**config.mk**
```make
export PLATFORM = sky130hd
export DESIGN_NAME = digit_entry_buffer
export DESIGN_NICKNAME = d
export VERILOG_FILES = /design/src/rtl/digit_entry_buffer.sv
export SDC_FILE = /design/constraint.sdc
export NUM_CORES = 1
export LEC_CHECK = 0
export ABC_CLOCK_PERIOD_IN_PS = 7600
export CAP_MARGIN = 5
export CORE_AREA = 2 2 163 165
export CTS_BUF_LIST = sky130_fd_sc_hd__clkbuf_8
export CTS_CLUSTER_SIZE = 40
export DETAILED_ROUTE_END_ITERATION = 16
export DIE_AREA = 0 0 165 167
export PLACE_DENSITY = 0.49
export SYNTH_ARGS = -nofsm -noshare
export SYNTH_HDL_FRONTEND = slang
export SYNTH_SLANG_ARGS = --single-unit
```
**constraint.sdc**
```tcl
create_clock -name clk -period 7.6 [get_ports clk]
set_input_delay 1.52 -clock clk [delete_from_list [all_inputs] [get_ports clk]]
set_output_delay 1.52 -clock clk [all_outputs]
set_load 0.1 [all_outputs]
```
**src/rtl/digit_entry_buffer.sv**
```systemverilog
// Keypad digit-entry buffer: holds up to MAX_DIGITS typed digits with backspace/clear/enter,
// an EDIT/FULL/DONE state machine and a scrolling NUM_SEG-digit display window.
module digit_entry_buffer #(
  parameter int unsigned MAX_DIGITS = 11,
  parameter int unsigned NUM_SEG    = 4,
  parameter logic [4:0]  BLANK_CODE = 5'h1F,
  localparam int unsigned CNT_W     = $clog2(MAX_DIGITS + 1)
) (
  input  logic                    clk,
  input  logic                    rst_n,
  input  logic                    key_valid,
  input  logic [3:0]              key_code,
  input  logic                    page_next,
  input  logic                    page_prev,
  output logic [4*MAX_DIGITS-1:0] number,
  output logic [CNT_W-1:0]        count,
  output logic                    full,
  output logic                    number_valid,
  output logic                    err,
  output logic [5*NUM_SEG-1:0]    disp_digits
);

  localparam int Md = int'(MAX_DIGITS);
  localparam logic [CNT_W:0] SegX = (CNT_W + 1)'(NUM_SEG);
  localparam logic [CNT_W:0] MaxX = (CNT_W + 1)'(MAX_DIGITS);
  localparam logic [CNT_W-1:0] SegC = CNT_W'(NUM_SEG);

  typedef enum logic [1:0] {StEdit, StFull, StDone} state_e;

  state_e                  state_q, state_d;
  logic [4*MAX_DIGITS-1:0] number_q, number_d;
  logic [CNT_W-1:0]        count_q, count_d;
  logic [CNT_W-1:0]        win_base_q, win_base_d;
  logic                    err_q, err_d;
  logic                    full_q, full_d;
  logic                    valid_q, valid_d;
  logic [5*NUM_SEG-1:0]    disp_q, disp_d;

  logic key_digit, key_back, key_clear, key_enter;
  logic [CNT_W:0] cnt_dx;

  assign key_digit = key_code <= 4'h9;
  assign key_back  = key_code == 4'hA;
  assign key_clear = key_code == 4'hB;
  assign key_enter = key_code == 4'hC;
  assign cnt_dx    = {1'b0, count_d};

  // State register and registered outputs
  always_ff @(posedge clk or negedge rst_n) begin
    if (!rst_n) begin
      state_q    <= StEdit;
      number_q   <= '1;
      count_q    <= '0;
      win_base_q <= '0;
      err_q      <= 1'b0;
      full_q     <= 1'b0;
      valid_q    <= 1'b0;
      disp_q     <= {NUM_SEG{BLANK_CODE}};
    end else begin
      state_q    <= state_d;
      number_q   <= number_d;
      count_q    <= count_d;
      win_base_q <= win_base_d;
      err_q      <= err_d;
      full_q     <= full_d;
      valid_q    <= valid_d;
      disp_q     <= disp_d;
    end
  end

  // Next-state logic
  always_comb begin
    state_d = state_q;
    if (key_valid) begin
      unique case (state_q)
        StEdit: if (key_digit && ({1'b0, count_q} + 1'b1) == MaxX) state_d = StFull;
        StFull: begin
          if (key_back || key_clear) state_d = StEdit;
          else if (key_enter)        state_d = StDone;
        end
        StDone: if (key_clear) state_d = StEdit;
        default: state_d = StEdit;
      endcase
    end
  end

  // Buffer, count, window base and error pulse
  always_comb begin
    number_d   = number_q;
    count_d    = count_q;
    win_base_d = win_base_q;
    err_d      = 1'b0;
    if (key_valid) begin
      unique case (state_q)
        StEdit: begin
          if (key_digit) begin
            number_d[4*(Md-1-int'(count_q)) +: 4] = key_code;
            count_d = count_q + 1'b1;
          end else if (key_back) begin
            if (count_q != '0) begin
              number_d[4*(Md-int'(count_q)) +: 4] = 4'hF;
              count_d = count_q - 1'b1;
            end else begin
              err_d = 1'b1;
            end
          end else if (key_clear) begin
            number_d = '1;
            count_d  = '0;
          end else if (key_enter) begin
            err_d = 1'b1;
          end
        end
        StFull: begin
          if (key_digit) begin
            err_d = 1'b1;
          end else if (key_back) begin
            number_d[4*(Md-int'(count_q)) +: 4] = 4'hF;
            count_d = count_q - 1'b1;
          end else if (key_clear) begin
            number_d = '1;
            count_d  = '0;
          end
        end
        StDone: begin
          if (key_clear) begin
            number_d = '1;
            count_d  = '0;
          end else if (key_code <= 4'hC) begin
            err_d = 1'b1;
          end
        end
        default: ;
      endcase
      // Keep the newest digit in view whenever the length changes
      if (count_d != count_q) begin
        win_base_d = (cnt_dx > SegX) ? CNT_W'(cnt_dx - SegX) : '0;
      end
    end else if (page_next && !page_prev) begin
      if (({1'b0, win_base_q} + SegX) < {1'b0, count_q}) win_base_d = win_base_q + SegC;
    end else if (page_prev && !page_next) begin
      win_base_d = (win_base_q >= SegC) ? win_base_q - SegC : '0;
    end
  end

  // Output next values, computed from the next buffer state so they register together
  always_comb begin
    full_d  = cnt_dx == MaxX;
    valid_d = state_d == StDone;
    disp_d  = '0;
    for (int k = 0; k < int'(NUM_SEG); k++) begin
      logic [CNT_W:0] idx;
      idx = {1'b0, win_base_d} + (CNT_W + 1)'(k);
      if (idx < cnt_dx) begin
        disp_d[5*(int'(NUM_SEG)-1-k) +: 5] = {1'b0, number_d[4*(Md-1-int'(idx)) +: 4]};
      end else begin
        disp_d[5*(int'(NUM_SEG)-1-k) +: 5] = BLANK_CODE;
      end
    end
  end

  assign number       = number_q;
  assign count        = count_q;
  assign full         = full_q;
  assign number_valid = valid_q;
  assign err          = err_q;
  assign disp_digits  = disp_q;

endmodule
```
==> results.md <==
- Layout Nets: 1023
- Crit path max-delay cell type: clkdlybuf4s50_1
- Largest net degree at the start of global routing: 78
- Worst hold path type: flip-flop to flip-flop
- Final worst path period share: between 80 and 90%
- Synth unique cells: 96
- Cell depth of the worst setup path: 18
- FMAX: around 150 MHz
- Clk buf depth: 2
- Final slew viol count: 0
- Hold Buf Count CTS: 0
- Outcome: complete, no violations
- RSZ-0062 raised after global routing: false
- Clock Latency Late Sink: 0.38 ns
- Largest family of logic cells by synthesized area: compound AO/OA/AOI/OAI gates
- Final setup TNS: 0 ns
- Cells after Synth: 905
- Post-Synth Simple-Gate Area: 20.4%
- CP arrival: 6.91 ns
- Via density: 5.96
- Die Width: 165 um
- Clock transition at path regs: 0.10 ns
- Crit-path max cell delay: 0.93 ns
- PostCTS Resize Cnt: 0
- Post-synth EDFFs: 0
- Port Buf Inserts: 79
- Final Non-Filler Cells: 1307
- Root Buffer: clkbuf_8
- FF-to-FF Start: count[1]
- XOR/XNOR Fraction of Synth Area: 1.88%
- Pre-antenna DRT Iters: 6
- Top FF cell, synth: dfstp_2
- Initial Util: roughly 30%
- Worst Path Max Fanout: 21
- Critical path class: input pin to flip-flop
- Critical Path RT: ~7.9 ns
- Commonest non-fill, non-tap cell in the layout: clkdlybuf4s50_1
- Synth warnings: 0
- Syn Std Cell Area: about 7700 um2
- Drt wl/cell: between 20 and 25 um
- DRC viols: 0
- Crit end category: flip-flop
- Mux share of post-synthesis cell area: 11.3%
- CTS H-Tree Depth: 3
- Max Cap Viol: 0
- DP Cell Count: about 1300
- Synth Area in Adders: approximately 7.9%
- Final Hold Vio Count: 0
- Worst reg2reg setup slack: ~1.7 ns
- Most frequent cells in the layout: 78 x clkdlybuf4s50_1, 75 x nor2_1, 68 x nand2_1, 64 x dfstp_2, 58 x inv_1
- R2r worst-path depth: 17
- Worst setup endpoint: disp_digits[1]
- Mean Syn Cell Area: 8.48 um2
- Share of post-route cells with drive strength above 1: 16.8%
- DRT iter0 DRCs: 775
- Worst slew margin: 19.5%
- Final Skew: 0.0175 ns
- Core ar.: 25800 um2
- Compound-Gate Fraction of Synth Area: 25.9%
- TritonCTS clock tree: yes
- WL final: a little over 30000 um
- HPWL after DPL: 23300 um
- Die H: 167 um
- I/O Pins: 80
- Fin crit period: about 6.6 ns
- GRT Util Overall: 22.2%
- Ant. Diodes: 0
- Setup repair bufs after CTS: 0
- Slew @ Worst Pin: approximately 1.2 ns
- Sequential fraction of the synthesis area: 26.2%
- First-pass GRT wire length: 46300 um
- GR Overflow Total: 0
- Top delay family on crit path: compound AO/OA/AOI/OAI gates
- Initial antenna violation count: 0
- R2R Path End: disp_digits[3]
- Area Overhead vs Synth: 17.7%
- Post-synth net total: between 900 and 1000
- Asr flop ratio synth: 100%
- CP Buf/Inv Count: 3
- Clk sinks: between 70 and 80
- Die area: 27600 um2
- ANT nets after route: 0
- TritonCTS buffer count: 9
- Gpl congestion: 0.944
- Via count: 7784
- #FFs+latches synth: 77
- Vias in the first global route: between 7000 and 8000
- HP Start: number[40]
- # setup viols final: 0
- Crit path cell chain: clkdlybuf4s50_1 > o21ai_1 > a211o_1 > a32oi_1 > o211a_1 > and4_4 > a22oi_1 > o21ai_0 > inv_1 > ha_1 > inv_1 > a21oi_1 > a311oi_1 > o311ai_2 > ha_1 > a21o_1 > a221oi_1 > o211ai_1
- Crit path launch: key_code[3]
- Std cell rows: 59
- Worst Setup Start Kind: input pin
[per-layer routing]
layer	wire [um]	GRT usage, %	up-vias
li1	-	-	3557
met1	14100	32.8	3809
met2	13200	32.7	365
met3	2300	3.84	53
met4	891	6.69	0
met5	0	0	-
[flip-flops by register name, indices dropped and copies added (netlist names)]
| signal | flops |
|---|---|
| full | 1 |
| number_valid | 1 |
| err | 1 |
| state_q | 2 |
| disp_digits | 20 |
| win_base_q | 4 |
| number | 44 |
| count | 4 |
[worst register-to-register path: stages, from the launching register on]
cell	delay, ns
dfrtp_1	0.33
buf_4	0.22
inv_1	0.16
ha_1	0.61
nor2b_1	0.56
nand2b_1	0.16
ha_1	0.32
or4b_1	0.42
or4_1	0.49
a211o_1	0.33
a211oi_1	0.44
nand2_1	0.15
a21oi_1	0.14
o21ai_0	0.41
mux4_2	0.69
nor2_1	0.11
o221ai_1	0.15
o211ai_1	0.14
[cells in the mapped netlist (all sizes together) (13+ instances only)]
master  number  area [um2]
mux4        16         360
a31oi       16         106
o21ai       53         265
o22ai       17         106
a21oi       47         235
ha          45         563
nand3       28         140
dfstp       64        1680
o31ai       13        97.6
dfrtp       13         325
nand4       16         100
clkbuf      43         161
mux2i       27         270
nor2        76         302
nor3        26         130
inv         61         231
a211oi      15         113
nand2       68         255
mux2        20         233
[final cells by class]
cell class                 count  area [um2]
clock inverter                 7        78.8
clock buffer                   9         124
sequential                    77        2010
timing repair buffer         106         991
multi-input combinational    709        5170
inverter                      64         243
fill                        2684       16700
tap                          335         419
[logic make-up after synthesis]
family                   after synthesis
flip-flops                            77
buffers and inverters                119
AND/OR/NAND/NOR                      302
multiplexers                          63
AO/OA/AOI/OAI                        283
adder cells (fa/ha/maj)               47
XOR/XNOR                              14
[through the flow]
stage / area, um2 / hold WS (ns) / utilization [%] / worst slack, ns
after floorplan: 7670 / 0.739 / - / 1.17
final: 9030 / 0.585 / 35.0 / 0.964
after global placement: 8830 / 0.563 / 34.3 / 0.836
after detailed placement: 8830 / 0.565 / 34.3 / 0.671
after CTS: 9030 / 0.581 / 35.0 / 1.07
after global routing: 9030 / 0.599 / 35.0 / 0.599
[how the worst min path moves through the flow]
stage,endpoint,slack [ns],cells after the start
2_1_floorplan,number[41],0.74,2
3_3_place_gp,number[40],0.56,2
3_5_place_dp,number[41],0.56,2
4_1_cts,number[41],0.58,2
5_1_grt,number[41],0.60,2
6_report,number[40],0.58,2
Power is left out: the tool's default activity adds up to more than one toggle a clock period on the data nets, which glitch-free logic cannot reach.
